===== src/rtl/csr_ctrl.sv =====
// Zicsr control stage: decodes CSR ops, maps CSR numbers onto a 5-entry file,
// sequences trap entry / mret and initialises the (reset-less) CSR file.
module csr_ctrl #(
    parameter logic [31:0] RESET_MTVEC = 32'h0000_0000
) (
    input  logic        clk,
    input  logic        rst,
    input  logic        req_valid,
    output logic        req_ready,
    input  logic [2:0]  req_op,
    input  logic [11:0] req_csr,
    input  logic [31:0] req_rs1_val,
    input  logic [4:0]  req_zimm,
    input  logic        req_src_zero,
    output logic        resp_valid,
    input  logic        resp_ready,
    output logic [31:0] resp_rdata,
    output logic        resp_illegal,
    input  logic        trap_valid,
    input  logic [31:0] trap_pc,
    input  logic [31:0] trap_cause,
    input  logic [31:0] trap_tval,
    output logic        trap_ack,
    input  logic        mret_valid,
    output logic        mret_ack,
    output logic        redirect_valid,
    output logic [31:0] redirect_pc,
    output logic [11:0] csr_addr1,
    output logic [11:0] csr_addr2,
    output logic [11:0] csr_addr3,
    output logic        csr_we1,
    output logic        csr_we2,
    output logic        csr_we3,
    output logic [31:0] csr_wd1,
    output logic [31:0] csr_wd2,
    output logic [31:0] csr_wd3,
    input  logic [31:0] csr_rd1,
    input  logic [31:0] csr_rd2,
    input  logic [31:0] csr_rd3
);
    typedef enum logic [2:0] {INIT0, INIT1, IDLE, EXEC, RESP, TRAP_SAVE, TRAP_VEC, MRET} state_t;

    localparam logic [2:0] IDX_MSTATUS = 3'd0;
    localparam logic [2:0] IDX_MTVEC   = 3'd1;
    localparam logic [2:0] IDX_MEPC    = 3'd2;
    localparam logic [2:0] IDX_MCAUSE  = 3'd3;
    localparam logic [2:0] IDX_MTVAL   = 3'd4;

    // Applies the architectural write mask of the target register.
    function automatic logic [31:0] wmask(input logic [2:0] idx, input logic [31:0] v);
        case (idx)
            IDX_MSTATUS:         wmask = (v & 32'h0000_0088) | 32'h0000_1800;
            IDX_MTVEC, IDX_MEPC: wmask = v & 32'hFFFF_FFFC;
            default:             wmask = v;
        endcase
    endfunction

    state_t      state_reg;
    logic [1:0]  op_reg;
    logic [2:0]  idx_reg;
    logic [31:0] src_reg;
    logic        illegal_reg;
    logic        src_zero_reg;
    logic [31:0] pc_reg, cause_reg, tval_reg;

    logic [2:0]  req_idx;
    logic        req_legal_addr;
    logic        unused_rd3;

    // Port 3 is write-only in every state.
    assign unused_rd3 = ^csr_rd3;

    always_comb begin
        req_legal_addr = 1'b1;
        req_idx        = IDX_MSTATUS;
        case (req_csr)
            12'h300: req_idx = IDX_MSTATUS;
            12'h305: req_idx = IDX_MTVEC;
            12'h341: req_idx = IDX_MEPC;
            12'h342: req_idx = IDX_MCAUSE;
            12'h343: req_idx = IDX_MTVAL;
            default: req_legal_addr = 1'b0;
        endcase
    end

    assign req_ready = (state_reg == IDLE) && !trap_valid && !mret_valid;
    assign trap_ack  = (state_reg == IDLE) && trap_valid;
    assign mret_ack  = (state_reg == IDLE) && !trap_valid && mret_valid;

    logic [31:0] exec_new;
    logic        exec_we;

    always_comb begin
        case (op_reg)
            2'b10:   exec_new = csr_rd1 | src_reg;
            2'b11:   exec_new = csr_rd1 & ~src_reg;
            default: exec_new = src_reg;
        endcase
        exec_we = !illegal_reg && !(op_reg[1] && src_zero_reg);
    end

    always_comb begin
        csr_addr1 = 12'd0; csr_we1 = 1'b0; csr_wd1 = 32'd0;
        csr_addr2 = 12'd0; csr_we2 = 1'b0; csr_wd2 = 32'd0;
        csr_addr3 = 12'd0; csr_we3 = 1'b0; csr_wd3 = 32'd0;
        case (state_reg)
            INIT0: begin
                csr_addr1 = {9'd0, IDX_MSTATUS}; csr_we1 = 1'b1; csr_wd1 = 32'h0000_1800;
                csr_addr2 = {9'd0, IDX_MTVEC};   csr_we2 = 1'b1; csr_wd2 = wmask(IDX_MTVEC, RESET_MTVEC);
                csr_addr3 = {9'd0, IDX_MEPC};    csr_we3 = 1'b1;
            end
            INIT1: begin
                csr_addr1 = {9'd0, IDX_MCAUSE};  csr_we1 = 1'b1;
                csr_addr2 = {9'd0, IDX_MTVAL};   csr_we2 = 1'b1;
            end
            EXEC: begin
                csr_addr1 = illegal_reg ? 12'd0 : {9'd0, idx_reg};
                csr_we1   = exec_we;
                csr_wd1   = exec_we ? wmask(idx_reg, exec_new) : 32'd0;
            end
            TRAP_SAVE: begin
                csr_addr1 = {9'd0, IDX_MEPC};    csr_we1 = 1'b1; csr_wd1 = wmask(IDX_MEPC, pc_reg);
                csr_addr2 = {9'd0, IDX_MCAUSE};  csr_we2 = 1'b1; csr_wd2 = cause_reg;
                csr_addr3 = {9'd0, IDX_MTVAL};   csr_we3 = 1'b1; csr_wd3 = tval_reg;
            end
            TRAP_VEC: begin
                // MPIE <- MIE, MIE <- 0; the mask restores MPP.
                csr_addr1 = {9'd0, IDX_MTVEC};
                csr_addr2 = {9'd0, IDX_MSTATUS}; csr_we2 = 1'b1;
                csr_wd2   = wmask(IDX_MSTATUS, {24'd0, csr_rd2[3], 7'd0});
            end
            MRET: begin
                csr_addr1 = {9'd0, IDX_MEPC};
                csr_addr2 = {9'd0, IDX_MSTATUS}; csr_we2 = 1'b1;
                csr_wd2   = wmask(IDX_MSTATUS, {24'd0, 1'b1, 3'd0, csr_rd2[7], 3'd0});
            end
            default: ;
        endcase
    end

    always_ff @(posedge clk or posedge rst) begin
        if (rst) begin
            state_reg      <= INIT0;
            op_reg         <= 2'd0;
            idx_reg        <= 3'd0;
            src_reg        <= 32'd0;
            illegal_reg    <= 1'b0;
            src_zero_reg   <= 1'b0;
            pc_reg         <= 32'd0;
            cause_reg      <= 32'd0;
            tval_reg       <= 32'd0;
            resp_valid     <= 1'b0;
            resp_rdata     <= 32'd0;
            resp_illegal   <= 1'b0;
            redirect_valid <= 1'b0;
            redirect_pc    <= 32'd0;
        end else begin
            redirect_valid <= 1'b0;
            case (state_reg)
                INIT0: state_reg <= INIT1;
                INIT1: state_reg <= IDLE;
                IDLE: begin
                    if (trap_valid) begin
                        pc_reg    <= trap_pc;
                        cause_reg <= trap_cause;
                        tval_reg  <= trap_tval;
                        state_reg <= TRAP_SAVE;
                    end else if (mret_valid) begin
                        state_reg <= MRET;
                    end else if (req_valid) begin
                        op_reg       <= req_op[1:0];
                        idx_reg      <= req_idx;
                        src_reg      <= req_op[2] ? {27'd0, req_zimm} : req_rs1_val;
                        src_zero_reg <= req_src_zero;
                        illegal_reg  <= !req_legal_addr || (req_op[1:0] == 2'b00);
                        state_reg    <= EXEC;
                    end
                end
                EXEC: begin
                    resp_rdata   <= illegal_reg ? 32'd0 : csr_rd1;
                    resp_illegal <= illegal_reg;
                    resp_valid   <= 1'b1;
                    state_reg    <= RESP;
                end
                RESP: begin
                    if (resp_ready) begin
                        resp_valid <= 1'b0;
                        state_reg  <= IDLE;
                    end
                end
                TRAP_SAVE: state_reg <= TRAP_VEC;
                TRAP_VEC: begin
                    redirect_pc    <= wmask(IDX_MTVEC, csr_rd1);
                    redirect_valid <= 1'b1;
                    state_reg      <= IDLE;
                end
                MRET: begin
                    redirect_pc    <= csr_rd1;
                    redirect_valid <= 1'b1;
                    state_reg      <= IDLE;
                end
                default: state_reg <= IDLE;
            endcase
        end
    end
endmodule


===== config.mk =====
export PLATFORM = sky130hd
export DESIGN_NAME = csr_ctrl
export DESIGN_NICKNAME = d
export VERILOG_FILES = /design/src/rtl/csr_ctrl.sv
export SDC_FILE = /design/constraint.sdc
export NUM_CORES = 1
export LEC_CHECK = 0
export ABC_CLOCK_PERIOD_IN_PS = 9070
export BUFFER_PORTS_ARGS = -buffer_cell sky130_fd_sc_hd__buf_2
export CAP_MARGIN = 0
export CORE_ASPECT_RATIO = 1.25
export CORE_MARGIN = 10
export CORE_UTILIZATION = 37
export CTS_CLUSTER_SIZE = 16
export DETAILED_ROUTE_END_ITERATION = 16
export PLACE_DENSITY = 0.66
export SETUP_SLACK_MARGIN = 0.3
export SYNTH_ARGS = -nofsm -noshare
export SYNTH_HDL_FRONTEND = slang
export SYNTH_SLANG_ARGS = --single-unit

===== constraint.sdc =====
create_clock -name clk -period 9.07 [get_ports clk]
set_input_delay 1.814 -clock clk [delete_from_list [all_inputs] [get_ports clk]]
set_output_delay 1.814 -clock clk [all_outputs]
set_load 0.05 [all_outputs]

After elaboration in Yosys (flattened, before gate mapping)
Index checks and enable logic that the tools add are counted.
{"block": "classes", "addsub": 0, "multipliers": 0, "n_div": 0, "magnitude_cmp": 0, "n_eq_ne": 18, "shifts": 0, "muxes": 26, "n_bitwise": 5, "n_reduce_logical": 29}
{"cell": "32-bit one-hot mux with 2 select lines", "n": 3}
{"cell": "32-bit one-hot mux with 3 select lines", "n": 2}
{"cell": "32-bit 2-to-1 mux", "n": 4}
{"cell": "12-bit by 10-bit equality test with 1-bit output, second input constant", "n": 5}
{"cell": "32-bit AND", "n": 1}
{"cell": "32-bit NOT", "n": 1}
{"cell": "32-bit OR", "n": 1}
{"cell": "3-bit one-hot mux with 4 select lines", "n": 2}
{"cell": "3-bit one-hot mux with 6 select lines", "n": 1}
{"cell": "3-bit 2-to-1 mux", "n": 5}
{"cell": "3-bit equality test, second input constant", "n": 4}
{"cell": "5-bit OR reduction", "n": 2}
{"cell": "3-bit by 2-bit equality test with 1-bit output, second input constant", "n": 3}
{"cell": "3-bit one-hot mux with 3 select lines", "n": 1}
{"cell": "2-bit OR reduction", "n": 4}
{"cell": "3-bit by 1-bit equality test with 1-bit output, second input constant", "n": 2}
{"cell": "1-bit logical AND", "n": 6}
{"cell": "3-bit zero test", "n": 2}
{"cell": "3-bit one-hot mux with 2 select lines", "n": 1}
{"cell": "2-bit AND reduction", "n": 3}
{"cell": "3-bit OR reduction", "n": 2}
{"cell": "1-bit zero test", "n": 5}
{"cell": "1-bit 2-to-1 mux", "n": 5}
{"cell": "2-bit equality test, second input constant", "n": 2}
{"cell": "8 further kinds", "n": 11}
{"block": "totals", "register_bits": 205, "latchBits": 0, "ram_bits": 0, "romBits": 0, "inputBits": 251, "out_inout_bits": 205, "elab_cells": 92, "n_memories": 0}

Longest topological paths before layout
{"block": "depth", "ltp_word": 6, "depth_mapped": 6, "mapped_depth_nobuf": 5}

Worst setup path after synthesis
Ideal clock, no wire load.
{"block": "synth_path", "path_type": "input to output", "from": "input csr_rd1[0]", "to": "output csr_wd1[0]", "arrival_time_ns": 3.107, "path_slack_ns": 4.149, "path_stages": 2, "n_path_buf": 0, "path_cell_list": "nand3b_1 -> a211oi_1"}
{"block": "synth_via", "elab_chain_len": 5, "elab_cells_between_ends": 6}
{"item": "start: declaration", "line_no": "37", "text": "input logic [31:0] csr_rd1,"}
{"item": "32-bit AND or 32-bit OR (tied branches)", "line_no": "96, 95"}
{"item": "32-bit one-hot mux with 2 select lines *", "line_no": "94", "text": "case (op_reg)"}
{"item": "32-bit one-hot mux with 2 select lines *", "line_no": "51", "text": "case (idx)"}
{"item": "32-bit 2-to-1 mux *", "line_no": "119", "text": "csr_wd1 = exec_we ? wmask(idx_reg, exec_new) : 32'd0;"}
{"item": "32-bit one-hot mux with 3 select lines *", "line_no": "106", "text": "case (state_reg)"}
{"item": "end: declaration", "line_no": "34", "text": "output logic [31:0] csr_wd1,"}
Mark *: on every way between the ends. The rest lies on a longest branch, timed or not.

Worst setup path in the final report
{"block": "layout_path", "from": "register state_reg[0]", "to": "output csr_wd1[16]"}
{"block": "layout_via", "elab_chain_len": 2, "elab_cells_between_ends": 4}
{"item": "start: declaration", "line_no": "58", "text": "state_t state_reg;"}
{"item": "start signal: assignment", "line_no": "143", "text": "state_reg <= INIT0;"}
{"item": "start signal: assignment", "line_no": "160", "text": "INIT0: state_reg <= INIT1;"}
{"item": "start signal: assignment", "line_no": "161", "text": "INIT1: state_reg <= IDLE;"}
{"item": "3-bit equality test, or another cell as far along", "line_no": "106"}
{"item": "32-bit one-hot mux with 3 select lines *", "line_no": "106"}
Marked as above.

==> results <==
- The flow ran to the end, and the final reports show no timing, DRC or antenna violations.
- The routed design has approximately 33000 um of wire.
- The remaining global-route overflow is 0.
- The fraction of the core area covered by cells at the end of the flow is 47.8%.
- The via count of the first global-routing pass is slightly above 8000.
- The count of nets left with antenna violations after detail routing is 0.
- The first global-routing pass estimated just under 50000 um of wire.
- The HPWL after detailed placement is roughly 23000 um.
- The share of the Yosys chip area taken by registers is 52.2%.
- The final setup slack of the worst path is around 4100 ps.
- The number of register bits inferred by synthesis is between 200 and 250.
- The normalized max-slew margin is roughly 25%.
- The number of cells produced by synthesis is just under 900.
- After synthesis the cells add up to a little under 10000 um2.
- The area used by sequential logic in the layout is a little over 5000 um2.
- Yosys instantiated no cell more often than dfrtp_1.
- Net switching is roughly 43% of the power.
- The die is 165 um wide.
- The commonest cells after synthesis are dfrtp_1 (203), mux2_2 (124), nand2_1 (95), o21ai_0 (92), and3_1 (61).
- The core footprint is around 26000 um2.
- The first-pass iteration count of the detailed router is 5.
- The routed wire length per instance is about 21 um.
- The detailed-route vias per instance is between 5 and 6.
- In this run the static leakage power is between 6 and 7 nW.
- The number of enable flip-flop cells after synthesis is 0.
- The start-to-end type of the worst setup path is flip-flop to output port.
- Entering global routing, the biggest net connects between 100 and 150 pins.
- The analysis attributes to net switching a power of between 1.5 and 2 mW.
- The number of setup buffers added after CTS is 0.
- The area growth from synthesis to layout is 27.4%.
- Across the run, the number of max-cap violations was 0.
- Clock-pin slew was measured on the worst setup and hold paths at roughly 70 ps.
- The count of pins on the block boundary is around 460.
- After synthesis, the cell types taking the most area are dfrtp_1 (52%), mux2_2 (14%), o21ai_0 (4.7%), and3_1 (3.9%), nand2_1 (3.7%).
- In the final layout, the multi-input gates occupy roughly 4200 um2.
- The element type at the critical path end is an output port.
- The largest vdd supply drop is 0.000217 V.
- The number of endpoints with negative hold slack in the final report is 0.
- The initial utilization of the core area, before any placement, comes to a little under two fifths.
- The number of buffers inserted during clock tree synthesis is 22.
- The biggest fanout along the worst timing path is 78.
- For this run, asynchronously set or reset flops after synthesis account for 100%.
- The post-route setup TNS is 0 ps.
- The net count of the finished layout is approximately 1500.
- Of the cells placed in the final design, the portion with a size suffix greater than 1 is a little under half.
- After synthesis, the netlist uses a little under 60 different library cells.
- After floorplanning, the core was divided into 66 placement rows.
- Setup violations remaining at the end of the flow were counted as 0.
- At the pin with the least slew margin, the transition time is 1120 ps.
- The share of power burned in the clock network is 22.0%.
- For this block, the via count after detailed routing is approximately 8000.
- The maximum clock skew at final layout is between 10 and 15 ps.
- For this design, the sink count on the clock tree is a little over 200.
- The area of the die is 33200 um2.
- The clock passes through at most 3 buffers.
- The clock tree from TritonCTS is yes.
- The leading area contributor after synthesis is dfrtp_1.
- The fmax is 202 MHz.
- The initial antenna violation count is 4.
- Across every metal layer, demand over resource in global routing totals 18.9%.
- In this run, post-CTS repair resized a total of 0 instances.
- At the end of routability-driven placement, the weighted congestion stood at roughly 0.78.
- The share of the cycle needed by the critical path after routing is between 50% and 60%.
- The share of total power dissipated in sequential elements is a little over a third.
- The post-place setup slack is around 4200 ps.
- The first routing iteration left around 440 violations.
- The Yosys step of the flow raised 0 warnings.
- The final max-slew violation count was 0.
- The fraction of post-synthesis cell area in the top cell type by area is a little over half.
- In this run the clock root is driven by a clkbuf_16.
- The count of buffers from port buffering is between 300 and 400.
- The clock latency of the later-clocked register in the worst-skew pair is slightly above 500 ps.
- The quantity of hold-fixing buffers added after cts is 0.
- Setup repair after global routing left no endpoint under its margin.
- The path class of the tightest hold or removal check is flip-flop to flip-flop.
- The total internal power is 2.46 mW.
- The die is between 200 and 250 um tall.
- The endpoint arrival time on the critical path is around 3100 ps.
- The number of remaining DRC errors is 0.
- The post-synthesis average cell area is roughly 11 um2.
- The worst path needs between 4000 and 5000 ps of the cycle, external delays included.
- Power spread over the standard cell area amounts to 346 nW/um2.
- The level count of the clock H-tree is 1.
- In the synthesized netlist the dominant register cell turns out to be dfrtp_1.
- The startpoint type of the worst setup path is a flip-flop.
- Per report_power, the combinational group accounts for between 40% and 50% of the total.
- Data on the critical path is required at its endpoint by 7260 ps.
- The filler cell count in the final layout is roughly 2400.
==> final timing paths <==
kind	startpoint	to	slack, ps	cells past startpoint
worst max register to register	state_reg[1]$_DFFE_PP0P_	pc_reg[25]$_DFFE_PP0P_	5630	5
worst max-delay path	state_reg[0]$_DFFE_PP0P_	csr_wd1[16]	4110	7
worst min-delay path	resp_rdata[28]$_DFFE_PP0P_	resp_rdata[28]$_DFFE_PP0P_	480	2
max in group asynchronous	rst	cause_reg[4]$_DFFE_PP0P_	6040	3
worst min register to register	resp_rdata[28]$_DFFE_PP0P_	resp_rdata[28]$_DFFE_PP0P_	480	2
min in group asynchronous	rst	cause_reg[8]$_DFFE_PP0P_	1450	2
==> per-layer routing <==
metal	vias up	wire (um)	GRT usage (%)	share of wire, %
li1	3689	-	-	-
met5	-	21	0	0.063
met3	46	3670	6.58	11
met1	3896	12600	22.0	38
met2	337	16200	32.1	49
met4	4	706	4.97	2.1
==> cell usage in the layout, fill, tap and decap left out, drive strengths merged, types with 7 or more instances in the layout <==
| cell type | Yosys | layout |
|---|---|---|
| nor2 | 8 | 8 |
| and3 | 61 | 61 |
| clkbuf | 48 | 30 |
| dfrtp | 203 | 203 |
| mux2 | 127 | 127 |
| a22o | 28 | 28 |
| nand2b | 30 | 30 |
| buf | 50 | 375 |
| nand2 | 95 | 95 |
| a21oi | 21 | 21 |
| nand3 | 7 | 7 |
| o21ai | 103 | 103 |
| conb | 1 | 28 |
| mux2i | 25 | 25 |
==> per-stage QoR <==
step	hold slack, ps	instance area, um2	power, mW	instances
2_1_floorplan	472	9820	2.89	903
3_3_place_gp	457	11600	3.32	1520
3_5_place_dp	466	11600	3.37	1520
4_1_cts	480	12400	4.33	1558
5_1_grt	504	12400	4.53	1560
6_report	477	12400	4.29	1560
==> logic make-up (layout without fill, tap and decap cells) <==
kind of cell / count (synthesis) / after routing / synth area share, %
multiplexers: 152 / 152 / 17.4
buffers and inverters: 105 / 420 / 5.91
AO/OA/AOI/OAI: 182 / 182 / 11.5
adder cells (fa/ha/maj): 3 / 3 / 0.386
XOR/XNOR: 2 / 2 / 0.180
flip-flops: 203 / 203 / 52.2
other: 1 / 30 / 0.0386
AND/OR/NAND/NOR: 228 / 228 / 12.3
==> final cells by class <==
cell class / instances / area share [%]
Clock inverter: 8 / 0.777
Timing Repair Buffer: 375 / 15.4
Tap cell: 340 / 3.43
Antenna cell: 2 / 0.0404
Sequential cell: 203 / 41.0
Multi-Input combinational cell: 595 / 33.7
Inverter: 7 / 0.273
Clock buffer: 30 / 5.34
==> power groups by stage <==
| stage | Combinational (mW) | Clock, mW | Sequential, mW |
|---|---|---|---|
| final | 1.85 | 0.943 | 1.49 |
| after global routing | 1.98 | 1.01 | 1.54 |
| after CTS | 1.87 | 0.971 | 1.49 |
| after detailed placement | 1.87 | 0 | 1.50 |
| after global placement | 1.84 | 0 | 1.48 |
| after floorplan | 1.17 | 0 | 1.72 |
==> critical path: stages, from the launching register on <==
cell	delay, ps
dfrtp_2	340
buf_4	520
nand3b_2	120
buf_4	340
a2111oi_4	410
buf_4	410
a22o_1	200
buf_2	270
Power figures use the tool's default switching activity.
